--- config.mk ---
export PLATFORM = sky130hd
export DESIGN_NAME = sfx_arbiter_flat
export DESIGN_NICKNAME = d
export VERILOG_FILES = /design/src/rtl/sfx_arbiter_if.sv /design/src/rtl/sfx_arbiter.sv /design/src/flat_wrapper.sv
export SDC_FILE = /design/constraint.sdc
export NUM_CORES = 1
export LEC_CHECK = 0
export ABC_AREA = 1
export CORE_MARGIN = 2
export CORE_UTILIZATION = 55
export CTS_CLUSTER_SIZE = 16
export DETAILED_ROUTE_END_ITERATION = 10
export PLACE_DENSITY = 0.73
export SETUP_SLACK_MARGIN = 0.5
export SYNTH_ARGS = -nofsm -noshare
export SYNTH_HDL_FRONTEND = slang
export SYNTH_SLANG_ARGS = --single-unit
--- constraint.sdc ---
create_clock -name clk -period 2.86 [get_ports clk]
set_input_delay 0.429 -clock clk [delete_from_list [all_inputs] [get_ports clk]]
set_output_delay 0.429 -clock clk [all_outputs]
set_load 0.005 [all_outputs]
--- src/rtl/sfx_arbiter_if.sv ---
// sfx_if: sound-enable and request levels in, buzzer drive and tone status out.
interface sfx_if;
    logic       enable;
    logic [2:0] req;
    logic       buzzer;
    logic       busy;
    logic [2:0] grant;
    logic       done;
    modport master (output enable, req, input buzzer, busy, grant, done);
    modport slave (input enable, req, output buzzer, busy, grant, done);
endinterface

--- src/rtl/sfx_arbiter.sv ---
// sfx_arbiter: shares one buzzer between three prioritised one-shot square-wave tones,
// with a forced silent gap after every tone.
module sfx_arbiter #(
    parameter int TONE0_DIV = 25000,
    parameter int TONE1_DIV = 50000,
    parameter int TONE2_DIV = 100000,
    parameter int DUR0      = 5000000,
    parameter int DUR1      = 20000000,
    parameter int DUR2      = 50000000,
    parameter int GAP_CYC   = 1000000
) (
    input logic  clk,
    input logic  rst,
    sfx_if.slave sfx
);
    localparam int M_T = TONE0_DIV > TONE1_DIV ? (TONE0_DIV > TONE2_DIV ? TONE0_DIV : TONE2_DIV)
                                               : (TONE1_DIV > TONE2_DIV ? TONE1_DIV : TONE2_DIV);
    localparam int M_D = DUR0 > DUR1 ? (DUR0 > DUR2 ? DUR0 : DUR2) : (DUR1 > DUR2 ? DUR1 : DUR2);
    localparam int M_A = M_T > M_D ? M_T : M_D;
    localparam int MAX_P = M_A > GAP_CYC ? M_A : GAP_CYC;
    localparam int W = $clog2(MAX_P + 1);

    typedef enum logic [1:0] {IDLE, PLAY, GAP} state_t;

    state_t         state_q, state_d;
    logic [2:0]     req_q, pending_q, pending_d, grant_q, grant_d;
    logic [2:0]     rise, pick;
    logic [W-1:0]   div_q, div_d, dur_q, dur_d, gap_q, gap_d;
    logic [W-1:0]   cur_div;
    logic           buzz_q, buzz_d, preempt;

    always_comb begin
        rise    = sfx.enable ? (sfx.req & ~req_q) : 3'b000;
        pick    = pending_q[2] ? 3'b100 : pending_q[1] ? 3'b010 : pending_q[0] ? 3'b001 : 3'b000;
        preempt = (grant_q[0] & |pending_q[2:1]) | (grant_q[1] & pending_q[2]);
        cur_div = grant_q[2] ? W'(TONE2_DIV - 1) : grant_q[1] ? W'(TONE1_DIV - 1) : W'(TONE0_DIV - 1);
    end

    always_comb begin
        state_d   = state_q;
        pending_d = pending_q | rise;
        grant_d   = grant_q;
        div_d     = div_q;
        dur_d     = dur_q;
        gap_d     = gap_q;
        buzz_d    = buzz_q;
        case (state_q)
            IDLE: if (|pending_q) begin
                state_d   = PLAY;
                grant_d   = pick;
                pending_d = (pending_q & ~pick) | rise;
                dur_d     = pick[2] ? W'(DUR2 - 1) : pick[1] ? W'(DUR1 - 1) : W'(DUR0 - 1);
                div_d     = pick[2] ? W'(TONE2_DIV - 1) : pick[1] ? W'(TONE1_DIV - 1) : W'(TONE0_DIV - 1);
                buzz_d    = 1'b0;
            end
            PLAY: if (dur_q == '0 || preempt) begin
                state_d = GAP;
                grant_d = 3'b000;
                buzz_d  = 1'b0;
                gap_d   = W'(GAP_CYC - 1);
            end else begin
                dur_d  = dur_q - 1'b1;
                div_d  = div_q == '0 ? cur_div : div_q - 1'b1;
                buzz_d = div_q == '0 ? ~buzz_q : buzz_q;
            end
            GAP: begin
                grant_d = 3'b000;
                buzz_d  = 1'b0;
                state_d = gap_q == '0 ? IDLE : GAP;
                gap_d   = gap_q == '0 ? gap_q : gap_q - 1'b1;
            end
            default: begin
                state_d   = IDLE;
                pending_d = 3'b000;
                grant_d   = 3'b000;
                buzz_d    = 1'b0;
                div_d     = '0;
                dur_d     = '0;
                gap_d     = '0;
            end
        endcase
        if (!sfx.enable) begin
            state_d   = IDLE;
            pending_d = 3'b000;
            grant_d   = 3'b000;
            buzz_d    = 1'b0;
        end
    end

    always_ff @(posedge clk or posedge rst) begin
        if (rst) begin
            state_q   <= IDLE;
            req_q     <= 3'b000;
            pending_q <= 3'b000;
            grant_q   <= 3'b000;
            div_q     <= '0;
            dur_q     <= '0;
            gap_q     <= '0;
            buzz_q    <= 1'b0;
        end else begin
            state_q   <= state_d;
            req_q     <= sfx.req;
            pending_q <= pending_d;
            grant_q   <= grant_d;
            div_q     <= div_d;
            dur_q     <= dur_d;
            gap_q     <= gap_d;
            buzz_q    <= buzz_d;
        end
    end

    // done is decoded from registered state, so an async reset cannot glitch it
    assign sfx.done   = sfx.enable && state_q == PLAY && dur_q == '0;
    assign sfx.busy   = state_q == PLAY || state_q == GAP;
    assign sfx.grant  = grant_q;
    assign sfx.buzzer = buzz_q;
endmodule

--- src/flat_wrapper.sv ---
// flat-port wrapper written by rule: the top's interface ports become plain ports
module sfx_arbiter_flat 
#(
    parameter int TONE0_DIV = 25000,
    parameter int TONE1_DIV = 50000,
    parameter int TONE2_DIV = 100000,
    parameter int DUR0      = 5000000,
    parameter int DUR1      = 20000000,
    parameter int DUR2      = 50000000,
    parameter int GAP_CYC   = 1000000
)
  (clk, rst, sfx_enable, sfx_req, sfx_buzzer, sfx_busy, sfx_grant, sfx_done);
  sfx_if sfx_i ();
  input logic clk;
  input logic rst;
  input wire logic [$bits(sfx_i.enable)-1:0] sfx_enable;
  input wire logic [$bits(sfx_i.req)-1:0] sfx_req;
  output wire logic [$bits(sfx_i.buzzer)-1:0] sfx_buzzer;
  output wire logic [$bits(sfx_i.busy)-1:0] sfx_busy;
  output wire logic [$bits(sfx_i.grant)-1:0] sfx_grant;
  output wire logic [$bits(sfx_i.done)-1:0] sfx_done;
  assign sfx_i.enable = sfx_enable;
  assign sfx_i.req = sfx_req;
  assign sfx_buzzer = sfx_i.buzzer;
  assign sfx_busy = sfx_i.busy;
  assign sfx_grant = sfx_i.grant;
  assign sfx_done = sfx_i.done;
  sfx_arbiter #(.TONE0_DIV(TONE0_DIV), .TONE1_DIV(TONE1_DIV), .TONE2_DIV(TONE2_DIV), .DUR0(DUR0), .DUR1(DUR1), .DUR2(DUR2), .GAP_CYC(GAP_CYC)) u_core (.clk(clk), .rst(rst), .sfx(sfx_i));
endmodule
==> impl_metrics.json <==
{
  "status": "complete, no violations",
  "fmax_ghz": 0.4457,
  "synth_flop_cell": "dfrtp_1",
  "wire_per_inst_um": 14.03,
  "criticalPathCategory": "reg2out",
  "setup_viol": 0,
  "leakagePower_nw": 3.559,
  "coreArea_mm2": 0.01191,
  "fin_crit_ns": 2.244,
  "synth-seq-cells": 90,
  "num_vias": 6436,
  "max_slew_margin_pct": 57.70,
  "crit_path_cell_trace": "nor2_4, nand2_2, nor4_2, nand4_1, nor2_1, dlygate4sd2_1",
  "fillers": 1193,
  "start_util_pct": 55.79,
  "cts_tree": "yes",
  "maxCapViolations": 0,
  "worstPathMaxFanout": 6,
  "yosysSeqAreaShare_pct": 33.89,
  "critPathBufInv": 1,
  "syn-cell-area_mm2": 0.006645,
  "final_nets": 1046,
  "reg2reg_from": "u_core.div_q[16]$_DFFE_PP0P_",
  "ys_types": 37,
  "io_pins": 12,
  "fin_util_pct": 59.80,
  "area_delta_synth_final_pct": 7.193,
  "fin_skew_ns": 0.008367,
  "antenna_found_initial": 0,
  "layout-drive-gt1-share_pct": 9.556,
  "die_w_um": 113.9,
  "synth.top_cells.by_count": "334 x nand2_1, 143 x nor2_1, 97 x inv_1",
  "clkTransAtPathRegs_ns": 0.07,
  "drt_iter0_drc": 480,
  "setup.worst_path.end_class": "output pin",
  "period_share_pct": 78.44,
  "vias_per_cell": 5.440,
  "syn_inst": 1028,
  "die_h_um": 113.9,
  "tightest_slew_ns": 0.6321,
  "yosysMostFrequentCell": "nand2_1",
  "core.rowCount": 40,
  "grt.total_usage_pct": 27.03,
  "synthTopCellsByArea": "dfrtp_1 34%, nand2_1 19%, nor2_1 8.1%",
  "min-delay-start": "u_core.gap_q[1]$_DFFE_PP0P_",
  "hp-class": "reg2reg",
  "root_buffer": "clkbuf_16",
  "rsz0062_at_grt": "false",
  "dieArea_mm2": 0.01298,
  "grt_pass1_vias": 5884,
  "ant_nets": 0,
  "yosys.area.top_type_share_pct": 33.89,
  "dr.pass1.iters": 5,
  "ys_warn_count": 0,
  "setup.worst_path.start": "u_core.dur_q[8]$_DFFE_PP0P_",
  "cp_slowest_cell": "dfrtp_1",
  "cts_max_path_buffers": 2,
  "power.total_mw": 9.218,
  "cts_num_sinks": 90,
  "syn-num-nets": 1043,
  "yosysTopAreaCell": "dfrtp_1",
  "drc_errors": 0,
  "cts_buffers": 9,
  "powerDensity_mw_per_mm2": 1294,
  "async_reset_ff_share_pct": 100.0,
  "ir_drop_v": 0.001027,
  "wl_um": 16590,
  "synth.avg_cell_area_um2": 6.464,
  "place_congestion": 0.9096,
  "drv_slew": 0,
  "htreeDepth": 3,
  "cp_slowest_stage_delay_ns": 0.45,
  "startpoint_type": "register",
  "synth_edf_count": 0,
  "path_delay_family": "simple AND/OR/NAND/NOR gates",
  "grt_max_degree": 91,
  "hold_buffers": 0,
  "gr-total-overflow": 0,
  "numPortBuffers": 11,
  "diodes": 0,
  "worstSkewPairLatency_ns": 0.35,
  "grt_first_pass_wirelength_um": 28380,
  "hold_violations": 0,
  "setup_tns_ns": 0,
  "dp_hpwl_um": 11630,
  "crit_required_ns": 2.43,
  "arrival_ns": 1.81
}
==> report_power, final <==
group / internal, mW / switching, mW
Clock: 0.588 / 0.536
Sequential: 1.70 / 0.509
Combinational: 1.81 / 4.07
Total: 4.10 / 5.12
==> logic make-up after synthesis <==
logic type	share of synthesized area, %
AO/OA/AOI/OAI	11.07
adder cells (fa/ha/maj)	1.695
buffers and inverters	9.659
AND/OR/NAND/NOR	42.50
flip-flops	33.89
XOR/XNOR	1.186
==> worst paths after layout <==
| path | to | slack, ns | depth (start not counted) |
|---|---|---|---|
| setup reg to reg | u_core.div_q[6]$_DFFE_PP0P_ | 0.77 | 9 |
| hold / removal | u_core.gap_q[1]$_DFFE_PP0P_ | 0.49 | 2 |
| setup / recovery | sfx_done | 0.62 | 6 |
| min in group asynchronous | u_core.dur_q[24]$_DFFE_PP0P_ | 0.56 | 3 |
| max in group asynchronous | u_core.req_q[1]$_DFF_PP0_ | 1.93 | 3 |
| hold reg to reg | u_core.gap_q[1]$_DFFE_PP0P_ | 0.49 | 2 |
==> metrics by stage <==
stage	area [µm²]	cells	worst slack, ns	hold WS (ns)
finish	7123	1183	0.6165	0.4942
CTS	7093	1183	0.5721	0.4968
global route	7123	1183	0.5110	0.5269
floorplan	6649	1028	1.036	0.4550
detailed placement	6797	1165	0.4502	0.4721
global placement	6797	1165	0.5453	0.4732
==> state kept, by name (all words and copies together), names as in the netlist <==
register and count:
u_core.div_q 26, u_core.dur_q 26, u_core.gap_q 26, u_core.pending_q 3, u_core.req_q 3, u_core.sfx.buzzer 1
u_core.sfx.grant 3, u_core.state_q 2
==> repair_timing <==
| item | 4_1_cts | 5_1_grt |
|---|---|---|
| resized for setup | 5 | 5 |
| endpoints found under the hold margin | 0 | 0 |
| setup endpoints to repair | 13 | 31 |
| buffers inserted | 2 | 0 |
| cloned | 0 | 0 |
| pin swaps | 3 | 2 |
==> cells in the final DEF, fill, tap and decap left out, drive strengths merged, types with 10 or more instances in the layout <==
cell / instances
nand4: 43
o21ai: 95
dfrtp: 90
nor2: 156
inv: 105
a21oi: 22
buf: 12
nand3: 89
nand2: 354
clkdlybuf4s50: 10
==> worst min-delay path, delay by kind of cell (launching register included) <==
family,cells,cell delay (ns)
flip-flops,1,0.35
AND/OR/NAND/NOR,1,0.07
AO/OA/AOI/OAI,1,0.05
==> per-layer routing <==
| layer | vias up | share of wire (%) | global-route usage (%) | wire (µm) |
|---|---|---|---|---|
| met2 | 155 | 48 | 44.84 | 7920 |
| met1 | 2950 | 46 | 37.04 | 7705 |
| met3 | 17 | 4.5 | 3.188 | 742 |
| li1 | 3314 | - | - | - |
| met5 | - | 0 | 0 | 0 |
| met4 | 0 | 1.4 | 8.618 | 225 |
==> area by class of cell <==
type	instances	area, µm²	share of cell area, %
repair buffers	23	211.5	2.969
flip-flops and latches	90	2252	31.62
inverters	106	401.6	5.639
multi-input cells	801	3804	53.40
clock inverters	7	45.04	0.6324
well taps	147	183.9	2.582
clock buffers	9	225.2	3.162
(Power assumes the default switching activity.)
